## config.mk

```make
export PLATFORM = sky130hd
export DESIGN_NAME = four_12_12_delta
export DESIGN_NICKNAME = d
export VERILOG_FILES = /design/src/rtl/four_12_12_delta_pkg.sv /design/src/rtl/four_12_12_delta_buf.sv /design/src/rtl/four_12_12_delta.sv
export SDC_FILE = /design/constraint.sdc
export NUM_CORES = 1
export LEC_CHECK = 0
export ABC_AREA = 1
export BUFFER_PORTS_ARGS = -buffer_cell sky130_fd_sc_hd__buf_2
export CAP_MARGIN = 20
export CORE_MARGIN = 2
export CORE_UTILIZATION = 60
export CTS_BUF_LIST = sky130_fd_sc_hd__clkbuf_8
export DETAILED_ROUTE_END_ITERATION = 10
export PLACE_DENSITY = 0.84
export SYNTH_ARGS = -nofsm -noshare
export SYNTH_HDL_FRONTEND = slang
export SYNTH_SLANG_ARGS = --single-unit
```

## constraint.sdc

```tcl
create_clock -name clk -period 4.9 [get_ports clk]
set_input_delay 0.245 -clock clk [delete_from_list [all_inputs] [get_ports clk]]
set_output_delay 0.245 -clock clk [all_outputs]
set_load 0.01 [all_outputs]
```

## src/rtl/four_12_12_delta_pkg.sv

```systemverilog
// four_12_12_delta_pkg: shared float_24_8 type and format limits for the delta stage.
package four_12_12_delta_pkg;
  typedef struct packed {
    logic signed [23:0] man;
    logic signed [7:0]  exp;
  } float_24_8;
  localparam logic [23:0] FLOAT_MAN_MAX = 24'h7FFFFF;
  localparam logic [23:0] FLOAT_MAN_MIN = 24'h800000;
  localparam logic [7:0]  FLOAT_EXP_MAX = 8'h7F;
  localparam logic [7:0]  FLOAT_EXP_MIN = 8'h80;
endpackage

```

## src/rtl/four_12_12_delta_buf.sv

```systemverilog
// four_12_12_delta_buf: 2-entry valid/ready buffer, ready driven from the registered count.
// Ports: clk, reset (async active-low), in_data/in_vld/in_rdy (push side),
//        out_data/out_vld/out_rdy (pop side, head entry held stable while stalled).
module four_12_12_delta_buf (
  input  logic        clk,
  input  logic        reset,
  input  logic [32:0] in_data,
  input  logic        in_vld,
  output logic        in_rdy,
  output logic [32:0] out_data,
  output logic        out_vld,
  input  logic        out_rdy
);
  logic [32:0] e0_q, e0_d, e1_q, e1_d;
  logic [1:0]  cnt_q, cnt_d;
  logic        push, pop;
  assign in_rdy   = cnt_q != 2'd2;
  assign out_vld  = cnt_q != 2'd0;
  assign out_data = e0_q;
  assign push     = in_vld & in_rdy;
  assign pop      = out_vld & out_rdy;
  // Head refills from the second slot when full, otherwise straight from the input.
  always_comb begin
    e0_d  = (pop && cnt_q == 2'd2) ? e1_q : (push && (cnt_q == 2'd0 || pop)) ? in_data : e0_q;
    e1_d  = (push && !pop && cnt_q == 2'd1) ? in_data : e1_q;
    cnt_d = cnt_q + {1'b0, push} - {1'b0, pop};
  end
  always_ff @(posedge clk or negedge reset) begin
    if (!reset) begin
      e0_q  <= '0;
      e1_q  <= '0;
      cnt_q <= '0;
    end else begin
      e0_q  <= e0_d;
      e1_q  <= e1_d;
      cnt_q <= cnt_d;
    end
  end
endmodule

```

## src/rtl/four_12_12_delta.sv

```systemverilog
// four_12_12_delta: power-of-two learning-rate scaling of the stage-3 error stream into stage_3_delta.
// Ports: clk, reset (async active-low); stage_3_error/_fst/_vld/_rdy input stream; lr_shift
//        (signed, sampled on fst beats); stage_3_delta/_fst/_vld/_rdy output stream; frame_count,
//        sample_count, last_frame_len statistics; sat_flag sticky overflow; clip_count with
//        FOUR_12_12_DELTA_CLIP_EN (optional exponent clip to CLIP_EXP).
module four_12_12_delta
  import four_12_12_delta_pkg::*;
#(
  parameter int CNT_W = 16
`ifdef FOUR_12_12_DELTA_CLIP_EN
  , parameter int CLIP_EXP = 0
`endif
) (
  input  logic             clk,
  input  logic             reset,
  input  logic [31:0]      stage_3_error,
  input  logic             stage_3_error_fst,
  input  logic             stage_3_error_vld,
  output logic             stage_3_error_rdy,
  input  logic [7:0]       lr_shift,
  output logic [31:0]      stage_3_delta,
  output logic             stage_3_delta_fst,
  output logic             stage_3_delta_vld,
  input  logic             stage_3_delta_rdy,
  output logic [CNT_W-1:0] frame_count,
  output logic [CNT_W-1:0] sample_count,
  output logic [CNT_W-1:0] last_frame_len,
  output logic             sat_flag
`ifdef FOUR_12_12_DELTA_CLIP_EN
  , output logic [CNT_W-1:0] clip_count
`endif
);
  float_24_8         in_f, sc, res;
  logic [7:0]        shift_q, shift_d, sh;
  logic signed [8:0] s;
  logic              ovf, unf, acc, sat_q, sat_d;
  logic [CNT_W-1:0]  frame_q, frame_d, sample_q, sample_d, last_q, last_d;
  logic [32:0]       out_data;
  assign in_f = stage_3_error;
  assign acc  = stage_3_error_vld & stage_3_error_rdy;
  assign sh   = stage_3_error_fst ? lr_shift : shift_q;
  // Sign-extended 9-bit sum so exponent overflow and underflow are both visible.
  assign s    = $signed({in_f.exp[7], in_f.exp}) + $signed({sh[7], sh});
  assign ovf  = in_f.man != '0 && s > $signed({FLOAT_EXP_MAX[7], FLOAT_EXP_MAX});
  assign unf  = s < $signed({FLOAT_EXP_MIN[7], FLOAT_EXP_MIN});
  always_comb begin
    sc = (in_f.man == '0 || unf) ? '0
       : ovf ? {(in_f.man[23] ? FLOAT_MAN_MIN : FLOAT_MAN_MAX), FLOAT_EXP_MAX}
       : {in_f.man, s[7:0]};
  end
`ifdef FOUR_12_12_DELTA_CLIP_EN
  localparam logic signed [7:0] CLIP_E = CLIP_EXP[7:0];
  logic             clip;
  logic [CNT_W-1:0] clip_q, clip_d;
  assign clip = sc.exp > CLIP_E;
  assign res  = clip ? {(sc.man[23] ? FLOAT_MAN_MIN : FLOAT_MAN_MAX), CLIP_E} : sc;
  assign clip_d = (acc && clip && !(&clip_q)) ? clip_q + 1'b1 : clip_q;
  assign clip_count = clip_q;
  always_ff @(posedge clk or negedge reset) begin
    if (!reset) clip_q <= '0;
    else        clip_q <= clip_d;
  end
`else
  assign res = sc;
`endif
  always_comb begin
    shift_d  = (acc && stage_3_error_fst) ? lr_shift : shift_q;
    sat_d    = sat_q | (acc & ovf);
    frame_d  = (acc && stage_3_error_fst && !(&frame_q)) ? frame_q + 1'b1 : frame_q;
    last_d   = (acc && stage_3_error_fst && frame_q != '0) ? sample_q : last_q;
    sample_d = !acc ? sample_q : stage_3_error_fst ? CNT_W'(1) : (&sample_q) ? sample_q : sample_q + 1'b1;
  end
  always_ff @(posedge clk or negedge reset) begin
    if (!reset) begin
      shift_q  <= '0;
      sat_q    <= 1'b0;
      frame_q  <= '0;
      sample_q <= '0;
      last_q   <= '0;
    end else begin
      shift_q  <= shift_d;
      sat_q    <= sat_d;
      frame_q  <= frame_d;
      sample_q <= sample_d;
      last_q   <= last_d;
    end
  end
  assign sat_flag       = sat_q;
  assign frame_count    = frame_q;
  assign sample_count   = sample_q;
  assign last_frame_len = last_q;
  assign {stage_3_delta, stage_3_delta_fst} = out_data;
  four_12_12_delta_buf u_buf (
    .clk      (clk),
    .reset    (reset),
    .in_data  ({res, stage_3_error_fst}),
    .in_vld   (stage_3_error_vld),
    .in_rdy   (stage_3_error_rdy),
    .out_data (out_data),
    .out_vld  (stage_3_delta_vld),
    .out_rdy  (stage_3_delta_rdy)
  );
endmodule
```

Word level (Yosys, flattened, before mapping)
Index checks and enable logic that the tools add are counted.
{"block": "word_totals", "out_inout_bits": 84, "regBits": 125, "word_cells": 52, "input_bits": 45}
{"block": "op_classes", "bitwise": 4, "n_addsub": 5, "n_mux": 8, "n_reduce_logical": 21, "order_cmp": 2, "n_eq_ne": 4}
{"op": "33-bit two-way mux", "n": 2}
{"op": "32-bit two-way mux", "n": 2}
{"op": "16-bit by 1-bit adder with 16-bit output (second input constant)", "n": 2}
{"op": "16-bit two-way mux", "n": 2}
{"op": "16-bit AND reduction", "n": 2}
{"op": "24-bit logical NOT", "n": 1}
{"op": "24-bit two-way mux", "n": 1}
{"op": "24-bit nonzero test", "n": 1}
{"op": "16-bit nonzero test", "n": 1}
{"op": "8-bit by 8-bit adder with 9-bit output", "n": 1}
{"op": "9-bit by 8-bit > comparator with 1-bit output (second input constant)", "n": 1}
{"op": "9-bit by 8-bit less-than comparator with 1-bit output (second input constant)", "n": 1}
{"op": "1-bit logical AND", "n": 8}
{"op": "8-bit two-way mux", "n": 1}
{"op": "2-bit inequality test (second input constant)", "n": 2}
{"op": "2-bit nonzero test", "n": 2}
{"op": "1-bit AND", "n": 3}
{"op": "2-bit by 1-bit adder with 2-bit output", "n": 1}
{"op": "2-bit by 1-bit == test with 1-bit output (second input constant)", "n": 1}
{"op": "2-bit == test (second input constant)", "n": 1}
{"op": "1-bit logical NOT", "n": 2}
{"op": "2-bit logical NOT", "n": 1}
{"op": "1-bit logical OR", "n": 2}
{"op": "2-bit AND reduction", "n": 1}
{"op": "other kinds (2)", "n": 2}

Longest topological paths before layout
Gate-level depths: netlist of run 1.
{"block": "depth", "depth_word": 8, "depth_mapped": 22, "mapped_depth_nobuf": 19}

Modules after synthesis
A second synthesis of run 1 with hierarchy kept.
{"block": "hier_totals", "hier_cells": 927, "hier_area_um2": 6972.9}
{"module": "four_12_12_delta", "cells_each": 507, "seq_area_each_um2": 1426.4, "area_each_um2": 3717.3, "n_inst": 1}
{"module": "four_12_12_delta_buf", "cells_each": 420, "seq_area_each_um2": 1701.6, "area_each_um2": 3255.6, "n_inst": 1}

Worst setup path before layout of run 1
No wires, ideal clock.
{"block": "synth_path", "path_type": "input to register", "startpoint": "input port stage_3_error_fst", "endpoint": "register u_buf.e0_q[10], in the netlist u_buf.out_data[10]", "n_path_buf": 3, "setup_slack_ns": 2.398, "setup_ns": 0.116, "required_ns": 4.784, "path_stages": 19, "arrival_time_ns": 2.385, "cell_sequence": "buf_2 -> clkbuf_1 -> nand2_1 -> o21ai_0 -> ha_1 -> inv_1 -> fa_1 -> inv_1 -> nand2_1 -> nand2_1 -> nand3_1 -> nand3_1 -> nand2_4 -> o21a_4 -> buf_6 -> nand2_1 -> nand2_1 -> nand2_1 -> nand2_1"}
{"block": "synth_between", "elab_chain_cells": 8, "elab_cells_between_ends": 10, "cone_classes": "add/sub (1); order compare (2); mux (5); reduce/logical (2)"}
{"item": "from (decl)", "line": "four_12_12_delta.sv:17", "rtl": "input logic stage_3_error_fst,"}
{"item": "8-bit two-way mux (*)", "line": "four_12_12_delta.sv:41", "rtl": "assign sh = stage_3_error_fst ? lr_shift : shift_q;"}
{"item": "8-bit by 8-bit adder with 9-bit output (*)", "line": "four_12_12_delta.sv:43", "rtl": "assign s = $signed({in_f.exp[7], in_f.exp}) + $signed({sh[7], sh});"}
{"item": "9-bit by 8-bit > comparator with 1-bit output", "line": "four_12_12_delta.sv:44", "rtl": "assign ovf = in_f.man != '0 && s > $signed({FLOAT_EXP_MAX[7], FLOAT_EXP_MAX});"}
{"item": "1-bit logical AND", "line": "four_12_12_delta.sv:44"}
{"item": "32-bit two-way mux", "line": "four_12_12_delta.sv:48", "rtl": ": ovf ? {(in_f.man[23] ? FLOAT_MAN_MIN : FLOAT_MAN_MAX), FLOAT_EXP_MAX}"}
{"item": "32-bit two-way mux (*)", "line": "four_12_12_delta.sv:47", "rtl": "sc = (in_f.man == '0 || unf) ? '0"}
{"item": "33-bit two-way mux (*) (2 in a row)", "line": "four_12_12_delta_buf.sv:24", "rtl": "e0_d = (pop && cnt_q == 2'd2) ? e1_q : (push && (cnt_q == 2'd0 || pop)) ? in_data : e0_q;"}
{"item": "to (signal assigned)", "line": "four_12_12_delta_buf.sv:30", "rtl": "e0_q <= '0;"}
{"item": "to (signal assigned)", "line": "four_12_12_delta_buf.sv:34", "rtl": "e0_q <= e0_d;"}
{"item": "to (decl)", "line": "four_12_12_delta_buf.sv:14", "rtl": "logic [32:0] e0_q, e0_d, e1_q, e1_d;"}
Mark *: on every way between the ends. The rest lies on a longest branch, timed or not. The select of a mux whose other input is x is not followed.
A chain may end at the register's enable or synchronous reset.

Worst setup path after layout of run 1
{"block": "layout_path", "startpoint": "register shift_q[0]", "endpoint": "register u_buf.e0_q[13], in the netlist u_buf.out_data[13]"}
{"block": "layout_between", "elab_chain_cells": 8, "elab_cells_between_ends": 10, "cone_classes": "add/sub (1); order compare (2); mux (5); reduce/logical (2)"}
{"item": "from (decl)", "line": "four_12_12_delta.sv:34", "rtl": "logic [7:0] shift_q, shift_d, sh;"}
{"item": "from (signal assigned)", "line": "four_12_12_delta.sv:81", "rtl": "shift_q <= shift_d;"}
{"item": "8-bit two-way mux (*)", "line": "four_12_12_delta.sv:41"}
{"item": "8-bit by 8-bit adder with 9-bit output (*)", "line": "four_12_12_delta.sv:43"}
{"item": "9-bit by 8-bit > comparator with 1-bit output", "line": "four_12_12_delta.sv:44"}
{"item": "1-bit logical AND", "line": "four_12_12_delta.sv:44"}
{"item": "32-bit two-way mux", "line": "four_12_12_delta.sv:48"}
{"item": "32-bit two-way mux (*)", "line": "four_12_12_delta.sv:47"}
{"item": "33-bit two-way mux (*) (2 in a row)", "line": "four_12_12_delta_buf.sv:24"}
Marked as above.

==> results of run 1 <==
## through the flow
step / util (%) / worst slack (ps) / area, µm²
finish: 71.59 / 2236 / 7692
floorplan: - / 2398 / 6565
detailed placement: 67.12 / 1976 / 7212
global route: 71.59 / 1892 / 7692
CTS: 71.24 / 2228 / 7655
global placement: 67.12 / 2038 / 7212
## final timing paths
check                             startpoint            endpoint  slack (ps)  depth (start not counted)
hold / removal                   lr_shift[5]          shift_q[5]          40                          3
max in group asynchronous              reset  u_buf.out_data[32]        3840                          3
setup reg to reg                  shift_q[0]  u_buf.out_data[13]        2240                         19
hold reg to reg            last_frame_len[3]   last_frame_len[3]         470                          2
min in group asynchronous              reset      frame_count[0]         270                          2
setup / recovery                  shift_q[0]  u_buf.out_data[13]        2240                         19
## power by group
part	total, mW	leakage, nW	internal, mW	switching (mW)
Combinational	1.62	2.46	0.580	1.04
Clock	0.997	0.226	0.590	0.407
Sequential	1.59	1.62	1.38	0.208
Total	4.21	4.31	2.55	1.66
## cell type report
cell class                      instances  area, µm²  area share, %
Timing Repair Buffer                  133      703.2          9.141
Clock buffer                           20      275.3          3.578
Sequential cell                       125       3128          40.66
Tap cell                              140      175.2          2.277
Inverter                               63      236.5          3.074
Multi-Input combinational cell        641       3007          39.09
Clock inverter                         12      167.7          2.180
## sequential cells by signal, indices dropped and copies added (netlist names)
register        count
shift_q             8
last_frame_len     16
u_buf.out_data     33
u_buf.e1_q         33
sat_flag            1
u_buf.cnt_q         2
sample_count       16
frame_count        16
## per-layer routing
metal / up-vias / share of wire, % / global-route usage [%] / wire [µm]
met5: - / 0 / 0 / 0
met4: 0 / 1.8 / 7.967 / 273
met3: 31 / 6.5 / 6.148 / 989
met2: 226 / 47 / 41.12 / 7187
met1: 2701 / 45 / 38.53 / 6860
li1: 2951 / - / - / -
## cell usage after synthesis (all sizes together)
cell and n:
xnor2 8, nand3b 1, nor2 102, xor2 15, a211oi 1, clkbuf 19, nand4 13, o21bai 3
a21oi 13, ha 13, nor4 4, nor3 10, dfrtp 125, nand3 24, and2 2, o21ai 77
a31oi 1, o21a 1, fa 1, o31ai 3, inv 63, nor3b 2, buf 17, nand2 344
or2 3
## worst max-delay path, delay by kind of cell (launching register included)
kind / cells / cell delay [ps]
compound gates: 1 / 160
buf+inv: 3 / 170
simple gates: 13 / 1290
fa+ha+maj: 2 / 590
flops: 1 / 320
## cell families after synthesis
family | Yosys count | share of synthesized area (%)
and+or+nand+nor | 505 | 31.79
DFF | 125 | 47.65
AOI/OAI and AO/OA | 99 | 7.985
xor gates and xnor gates | 23 | 3.069
adders and majority gates | 14 | 2.783
buffers and inverters | 99 | 6.728
## placed cells by master, fill, tap and decap left out, drive strengths merged, types with 2 or more instances in the layout
master / count
nor3: 10
clkbuf: 20
nor2: 102
xnor2: 8
nand3: 24
a21oi: 13
xor2: 15
nand4: 13
nor4: 4
dfrtp: 125
o31ai: 3
nor3b: 2
o21bai: 3
bufinv: 4
o21ai: 77
inv: 64
buf: 132
clkinvlp: 2
ha: 13
or2: 3
nand2: 344
clkinv: 5
and2: 2
## timing repair
| item | 4_1_cts | 5_1_grt |
|---|---|---|
| hold buffers | 0 | 1 |
| endpoints found under the hold margin | 0 | 17 |
| setup buffers | 0 | 0 |
==> impl_metrics.env, run 1 <==
export IMPL_cts_tree="yes"
export IMPL_ctsResizeCount=0
export IMPL_crit_type="reg -> reg"
export IMPL_chipWidth_um=108.6
export IMPL_ant_nets=0
export IMPL_drtPass1Iterations=6
export IMPL_max_cap_viol_count=0
export IMPL_critPathMaxStageDelay_ps=400
export IMPL_leakage_nw=4.306
export IMPL_cp_cell_sequence="inv_1 > o21ai_0 > ha_1 > inv_1 > fa_1 > inv_1 > nand2_1 > nand2_1 > nand3_1 > nand2_1 > nand2_1 > nand2_4 > nand3_4 > nand2_1 > nand2_1 > nand2_1 > nand2_1 > nand2_1 > nand2_1"
export IMPL_initial_utilization_pct=61.10
export IMPL_syn_to_final_growth_pct=17.17
export IMPL_finalHoldViolCount=0
export IMPL_yosysSeqAreaShare_pct=47.65
export IMPL_fillers=920
export IMPL_hold_path_class="in -> reg"
export IMPL_dp_cells=1100
export IMPL_max_clock_path_buffers=2
export IMPL_worst_slew_pin_slew_ps=1034
export IMPL_first_global_vias=5395
export IMPL_syn_inst=865
export IMPL_cts_buffers=17
export IMPL_critPathMaxFanout=31
export IMPL_wl_per_cell_um=13.50
export IMPL_nNetsFinal=1040
export IMPL_num_vias=5909
export IMPL_htreeDepth=4
export IMPL_cp_end_kind="flop"
export IMPL_grt_max_degree=89
export IMPL_cts_sinks=125
export IMPL_fp_dieH_um=108.6
export IMPL_irDropWorstVdd_v=0.0003104
export IMPL_num_rows=38
export IMPL_slew_viol_final=0
export IMPL_worstSkewPairLatency_ps=430
export IMPL_die_area_um2=11790
export IMPL_wirelength_um=15310
export IMPL_holdWs_ps=37.48
export IMPL_rsz0062_at_grt="no"
export IMPL_gp_congestion=0.9212
export IMPL_status="completed"
export IMPL_setup_viol=0
export IMPL_ys_warn_count=0
export IMPL_avgSynthCellArea_um2=7.590
export IMPL_stdcell_count=1134
export IMPL_antenna_found_initial=0
export IMPL_cp_start_kind="flop"
export IMPL_antenna_cells=0
export IMPL_netlist_top_cells_area="dfrtp_1 (48%), nand2_1 (19%), nor2_1 (5.6%)"
export IMPL_final_layout_size_suffix_gt1_share_pct=19.22
export IMPL_timing_setup_tns_ps=0
export IMPL_synth_area_um2=6565
export IMPL_drt_vias_per_instance=5.211
export IMPL_finalPower_mw=4.212
export IMPL_synth_top_cell_area_share_pct=47.65
export IMPL_power_density_nw_per_um2=547.5
export IMPL_grt_pass1_wl_um=24910
export IMPL_hpwlAfterDp_um=9972
export IMPL_timing_fmax_ghz=0.3754
export IMPL_drt_iter0_drc=467
export IMPL_post_synth_top_area_cell="dfrtp_1"
export IMPL_fin_crit_sh_pct=54.36
export IMPL_clock_skew_ps=9.585
export IMPL_synth_distinct_cells=36
export IMPL_period_minus_slack_ps=2664
export IMPL_clkTransAtPathRegs_ps=70
export IMPL_drcViolationCount=0
export IMPL_track_usage_pct=26.91
export IMPL_required_ps=5230
export IMPL_port_buffers=128
export IMPL_crit_top_cell="nand2_1"
export IMPL_synth_net_count=924
export IMPL_root_buffer="clkbuf_8"
export IMPL_maxSlewHeadroom_pct=31.10
export IMPL_ys_ff_latch=125
export IMPL_core_area_um2=10750
export IMPL_arrival_ps=2990
export IMPL_slowest_stage="fa_1"
export IMPL_grt_overflow_total=0
export IMPL_pin_count=129
(Power assumes the default switching activity.)
==> run 2: changes to the inputs <==
ABC_AREA = 0   (was 1)
CORE_UTILIZATION = 51   (was 60)
PLACE_DENSITY = 0.76   (was 0.84)
clock period = 2.25 ns   (was 4.9 ns; I/O delays follow)
==> run 2 against run 1 <==
The run now ends with negative setup slack left; sequential power up 130%; critical path depth down 6; first-iteration DRC count up 15%; total power rose to 2.6 times the previous value; global-route usage up 0.59 points; clock power up 79%; critical endpoint is now u_buf.out_data[25]; largest cell class is now multi-input gates; largest power group unchanged.
==> impl_metrics.env, run 2 <==
export IMPL_status="finished with violations"
export IMPL_violations="negative setup slack"
export IMPL_die_area_um2=13210
export IMPL_synth_most_common_cell="dfrtp_1"
export IMPL_fp_dieH_um=114.9
export IMPL_finalHoldViolCount=0
export IMPL_nNetsFinal=926
export IMPL_fin_util_pct=74.88
export IMPL_rsz0062_at_grt="yes"
export IMPL_rrSetupSlack_ps=-370
export IMPL_clkTransAtPathRegs_ps=80
export IMPL_netlist_top_cells_area="dfrtp_1 (50%), nand2_1 (6.7%), nor2_1 (5.0%)"
export IMPL_synth_area_um2=6276
export IMPL_first_global_vias=5872
export IMPL_grt_overflow_total=0
export IMPL_period_minus_slack_ps=2615
export IMPL_fin_crit_sh_pct=116.2
export IMPL_core_area_um2=12010
export IMPL_final_layout_size_suffix_gt1_share_pct=39.14
export IMPL_max_clock_path_buffers=2
export IMPL_maxSlewHeadroom_pct=65.53
export IMPL_syn_inst=657
export IMPL_leakage_nw=4.108
export IMPL_required_ps=2580
export IMPL_layout_setup_ws_ps=-365.2
export IMPL_ant_nets=0
export IMPL_drcViolationCount=0
export IMPL_cts_sinks=125
export IMPL_final_common_cell="buf_2"
export IMPL_drt_vias_per_instance=5.984
export IMPL_timing_fmax_ghz=0.3824
export IMPL_worstSkewPairLatency_ps=450
export IMPL_synthFlopType="dfrtp_1"
export IMPL_multi_input_area_um2=3657
export IMPL_slew_viol_final=0
export IMPL_worst_slew_pin_slew_ps=512.3
export IMPL_synth_net_count=716
export IMPL_critPathMaxFanout=7
export IMPL_synth_top_cell_area_share_pct=49.84
export IMPL_async_flop_share_pct=100.0
export IMPL_num_vias=6152
export IMPL_cts_tree="yes"
export IMPL_port_buffers=128
export IMPL_num_rows=40
export IMPL_irDropWorstVdd_v=0.0008314
export IMPL_hold_path_class="in -> reg"
export IMPL_cp_cell_sequence="mux2_4 > ha_4 > inv_2 > fa_2 > nand2b_4 > a21oi_4 > buf_6 > o21ai_4 > xnor2_4 > buf_12 > clkbuf_16 > a211oi_1 > nor2_1"
export IMPL_track_usage_pct=27.50
export IMPL_avgSynthCellArea_um2=9.553
export IMPL_clock_skew_ps=12.80
export IMPL_synth_edf_count=0
export IMPL_ys_ff_latch=125
export IMPL_wirelength_um=19760
export IMPL_antenna_found_initial=2
export IMPL_slowest_stage="dfrtp_1"
export IMPL_seqCellArea_um2=3128
export IMPL_gp_congestion=0.9362
export IMPL_drtPass1Iterations=5
export IMPL_cts_buffers=17
export IMPL_root_buffer="clkbuf_8"
export IMPL_wl_per_cell_um=19.22
export IMPL_max_cap_viol_count=0
export IMPL_fin_area_um2=8994
export IMPL_critPathMaxStageDelay_ps=370
export IMPL_cp_end_kind="flop"
export IMPL_cp_start_kind="flop"
export IMPL_post_synth_top_area_cell="dfrtp_1"
export IMPL_syn_to_final_growth_pct=43.30
export IMPL_htreeDepth=4
export IMPL_yosysSeqAreaShare_pct=49.84
export IMPL_drt_iter0_drc=537
export IMPL_fillers=769
export IMPL_initial_utilization_pct=52.25
export IMPL_chipWidth_um=114.9
export IMPL_grt_max_degree=51
export IMPL_place_area_um2=7478
export IMPL_grt_pass1_wl_um=28610
export IMPL_power_density_nw_per_um2=1235
export IMPL_pin_count=129
export IMPL_crit_type="reg -> reg"
export IMPL_synth_distinct_cells=53
export IMPL_hpwlAfterDp_um=11350
export IMPL_arrival_ps=2940
export IMPL_synth_common_cells="dfrtp_1 (125), nand2_1 (112), nor2_1 (83), a21oi_1 (33), nor3_1 (29)"
export IMPL_mostFrequentLayoutCells="buf_2 (127), dfrtp_1 (125), nand2_1 (111), nor2_1 (79), buf_4 (41)"
export IMPL_setup_viol=64
export IMPL_ys_warn_count=0
==> run 2: cell count changes in the layout (fill, tap and decap cells not counted), sizes merged, moves of 31 or more <==
cell         previous run  this run
dlygate4sd3             1        32
nand2                 344       113
o21ai                  77        18
buf                   132       184
inv                    64        16
==> run 2: where the power goes <==
part	internal, mW	switching, mW
registers	3.05	0.532
logic	2.59	3.15
clock network	0.895	0.890
==> run 2: stage by stage <==
stage          power, mW  hold slack (ps)  worst slack, ps  TNS [ps]  std cells
6_report           11.11            38.63           -365.2    -15060       1028
3_3_place_gp       7.524            51.33           -177.2     -7672        940
4_1_cts            9.745            9.451           -183.6     -9012       1012
2_1_floorplan      6.203           -183.1            5.802         0        657
5_1_grt            11.72            14.37           -375.7    -18010       1028
3_5_place_dp       7.722            55.49           -251.8    -11810        940
==> run 2: final timing paths <==
kind	depth (start not counted)	start	endpoint
max in group asynchronous	3	reset	last_frame_len[11]
min in group asynchronous	2	reset	u_buf.out_data[24]
min	3	stage_3_error[26]	u_buf.e1_q[27]
max	13	shift_q[0]	u_buf.out_data[25]
max reg2reg	13	shift_q[0]	u_buf.out_data[25]
min reg2reg	2	u_buf.e1_q[0]	u_buf.e1_q[0]
==> run 2: routing by layer <==
metal / vias to the layer above / share of wire (%) / wire, µm / global-route usage, %
li1: 2738 / - / - / -
met5: - / 0 / 0 / 0
met3: 101 / 6.7 / 1330 / 6.326
met4: 0 / 5.2 / 1035 / 11.89
met1: 2996 / 38 / 7514 / 33.44
met2: 317 / 50 / 9882 / 47.06
==> run 2: what timing repair did <==
action | 4_1_cts | 5_1_grt
hold endpoints to repair | 124 | 0
cloned | 1 | 7
endpoints found under the setup margin | 62 | 69
buffers inserted | 8 | 8
resized for setup | 18 | 100
hold buffers | 32 | 0
pin swaps | 19 | 52
==> run 2: kinds of logic (layout without fill, tap and decap cells) <==
group | count (synthesis) | count (layout) | share of synthesized area (%)
adders and majority gates | 14 | 14 | 2.911
buffers and inverters | 41 | 263 | 2.751
other | 0 | 2 | 0
and+or+nand+nor | 288 | 288 | 21.25
AOI/OAI and AO/OA | 127 | 127 | 13.48
DFF | 125 | 125 | 49.84
muxes | 27 | 27 | 4.765
xor gates and xnor gates | 35 | 35 | 5.004
==> run 2: critical path: cells and delay by family, from the launching register on <==
| kind | cells | cell delay, ps |
|---|---|---|
| AOI/OAI and AO/OA | 3 | 470 |
| xor gates and xnor gates | 1 | 170 |
| adders and majority gates | 2 | 520 |
| buffers and inverters | 4 | 510 |
| DFF | 1 | 370 |
| muxes | 1 | 180 |
| and+or+nand+nor | 2 | 250 |
==> run 2: layout make-up <==
cell class	count	share of cell area [%]
multi-input cells	491	40.67
flip-flops and latches	125	34.78
repair buffers	221	18.16
clock buffers	19	2.908
well taps	147	2.045
clock inverters	12	0.9321
inverters	11	0.4591
diodes	2	0.05565
==> run 3: changes to the inputs <==
ABC_AREA = 1   (was 0)
CORE_UTILIZATION = 52   (was 51)
PLACE_DENSITY = 0.77   (was 0.76)
==> run 3 against run 2 <==
Critical endpoint is now u_buf.out_data[6]; first-iteration DRC count rose by 0.93%; clock skew fell by 2.5 ps; highest routed layer unchanged; die area rose by 2.5%; the run still ends with negative setup slack left; largest power group unchanged; clock-buffer cell count did not move; utilization fell by 8.4 points; design area fell by 7.9%; setup slack improved by 220 ps; total power fell by 14%.
==> impl_metrics.env, run 3 (synthesis gave the netlist of run 1 again) <==
export IMPL_period_minus_slack_ps=2399
export IMPL_finalHoldViolCount=0
export IMPL_pin_count=129
export IMPL_setup_viol=62
export IMPL_grt_pass1_wl_um=25960
export IMPL_drt_vias_per_instance=5.036
export IMPL_htreeDepth=4
export IMPL_first_global_vias=5588
export IMPL_final_common_cell="nand2_1"
export IMPL_initial_utilization_pct=52.66
export IMPL_max_clock_path_buffers=2
export IMPL_critPathMaxFanout=9
export IMPL_irDropWorstVdd_v=0.0005838
export IMPL_layout_setup_ws_ps=-149.1
export IMPL_maxSlewHeadroom_pct=67.90
export IMPL_syn_to_final_growth_pct=26.19
export IMPL_max_cap_viol_count=0
export IMPL_antenna_cells=0
export IMPL_wirelength_um=15610
export IMPL_grt_max_degree=67
export IMPL_grt_overflow_total=0
export IMPL_rr_startpoint="shift_q[0]"
export IMPL_timing_setup_tns_ps=-5185
export IMPL_root_buffer="clkbuf_8"
export IMPL_leakage_nw=4.587
export IMPL_fin_crit_sh_pct=106.6
export IMPL_num_vias=6104
export IMPL_clkTransAtPathRegs_ps=70
export IMPL_nNetsFinal=1088
export IMPL_cts_tree="yes"
export IMPL_worstSkewPairLatency_ps=450
export IMPL_fp_dieH_um=116.4
export IMPL_rsz0062_at_grt="yes"
export IMPL_clock_skew_ps=10.35
export IMPL_arrival_ps=2740
export IMPL_drtPass1Iterations=7
export IMPL_ant_nets=0
export IMPL_num_rows=41
export IMPL_cp_start_kind="flop"
export IMPL_cts_sinks=125
export IMPL_core_area_um2=12470
export IMPL_fillers=1092
export IMPL_power_density_nw_per_um2=1159
export IMPL_port_buffers=128
export IMPL_crit_path_start="shift_q[0]"
export IMPL_cts_buffers=17
export IMPL_die_area_um2=13540
export IMPL_drt_iter0_drc=542
export IMPL_drcViolationCount=0
export IMPL_violations="negative setup slack"
export IMPL_hold_path_class="in -> reg"
export IMPL_fin_util_pct=66.46
export IMPL_wl_per_cell_um=12.88
export IMPL_chipWidth_um=116.4
export IMPL_slew_viol_final=0
export IMPL_worst_slew_pin_slew_ps=481.5
export IMPL_hpwlAfterDp_um=10560
export IMPL_cp_end_kind="flop"
export IMPL_antenna_found_initial=0
export IMPL_final_layout_size_suffix_gt1_share_pct=24.42
export IMPL_timing_fmax_ghz=0.4168
export IMPL_required_ps=2590
export IMPL_gp_congestion=0.8842
export IMPL_track_usage_pct=24.49
export IMPL_crit_type="reg -> reg"
export IMPL_mostFrequentLayoutCells="nand2_1 (312), buf_2 (127), dfrtp_1 (125), nor2_1 (97), inv_1 (61)"
export IMPL_hp_start="stage_3_error[20]"
export IMPL_status="finished with violations"
## run 3: cell types whose count changed in the layout (fill, tap and decap cells not counted), moves of 20 or more
cell | before | now
a211oi_2 | 20 | 0
inv_1 | 15 | 61
nand2_1 | 111 | 312
dlygate4sd3_1 | 32 | 11
o21ai_0 | 7 | 43
nand2_2 | 2 | 29
o22ai_1 | 23 | 0
o21ai_1 | 4 | 29
## run 3: layout make-up
type                            instances  area [µm²]  area share, %
Clock buffer                           19       261.5          3.157
Inverter                               63       236.5          2.855
Timing Repair Buffer                  181        1242          15.00
Tap cell                              172       215.2          2.598
Multi-Input combinational cell        641        3097          37.38
Clock inverter                         11       103.9          1.254
Sequential cell                       125        3128          37.76
## run 3: layer usage
metal / wire length [µm] / track usage, %
met1: 7243 / 32.89
met2: 7215 / 39.34
met3: 899 / 6.175
met4: 253 / 7.698
met5: 0 / 0
## run 3: per-stage QoR
step | instance area, µm² | worst slack (ps) | total power [mW] | cells | hold slack (ps)
5_1_grt | 8284 | -293.2 | 10.42 | 1212 | 29.82
6_report | 8284 | -149.1 | 9.601 | 1212 | 28.39
3_3_place_gp | 7615 | -81.47 | 7.306 | 1164 | 99.89
2_1_floorplan | 6585 | 6.602 | 6.084 | 865 | -183.1
3_5_place_dp | 7615 | -167.3 | 7.397 | 1164 | 100.3
4_1_cts | 8230 | -121.3 | 9.559 | 1209 | 0.5487
## run 3: critical path, stage by stage, from the launching register on
cell and delay [ps]:
dfrtp_1 330, inv_1 50, o21ai_2 110, ha_2 190, inv_2 40, fa_2 350
inv_2 60, nand2_1 50, nand2_2 70, nand3_2 70, nand3_2 100, nand2_4 60
buf_6 120, o21a_4 260, buf_12 160, nand2_1 100, nand2_1 60, nand2_1 70
nand2_1 50
## run 3: repair_timing
item	CTS	global route
buffers inserted	2	2
pin swaps	5	2
gates resized for setup	30	4
hold endpoints to repair	45	0
hold buffers	11	0
setup endpoints to repair	62	64
gates cloned	2	1
## run 3: path summary, 6_finish.rpt
kind | end | slack, ps | depth (start not counted)
max | u_buf.out_data[6] | -150 | 18
min in group asynchronous | frame_count[4] | 170 | 2
max reg2reg | u_buf.out_data[6] | -150 | 18
max in group asynchronous | u_buf.out_data[18] | 1350 | 3
min | u_buf.e1_q[21] | 30 | 5
min reg2reg | last_frame_len[3] | 470 | 2
## run 3: power by group
group	total (mW)	switching, mW	internal (mW)
registers	3.45	0.435	3.01
logic	4.29	2.50	1.79
clock network	1.87	0.862	1.01
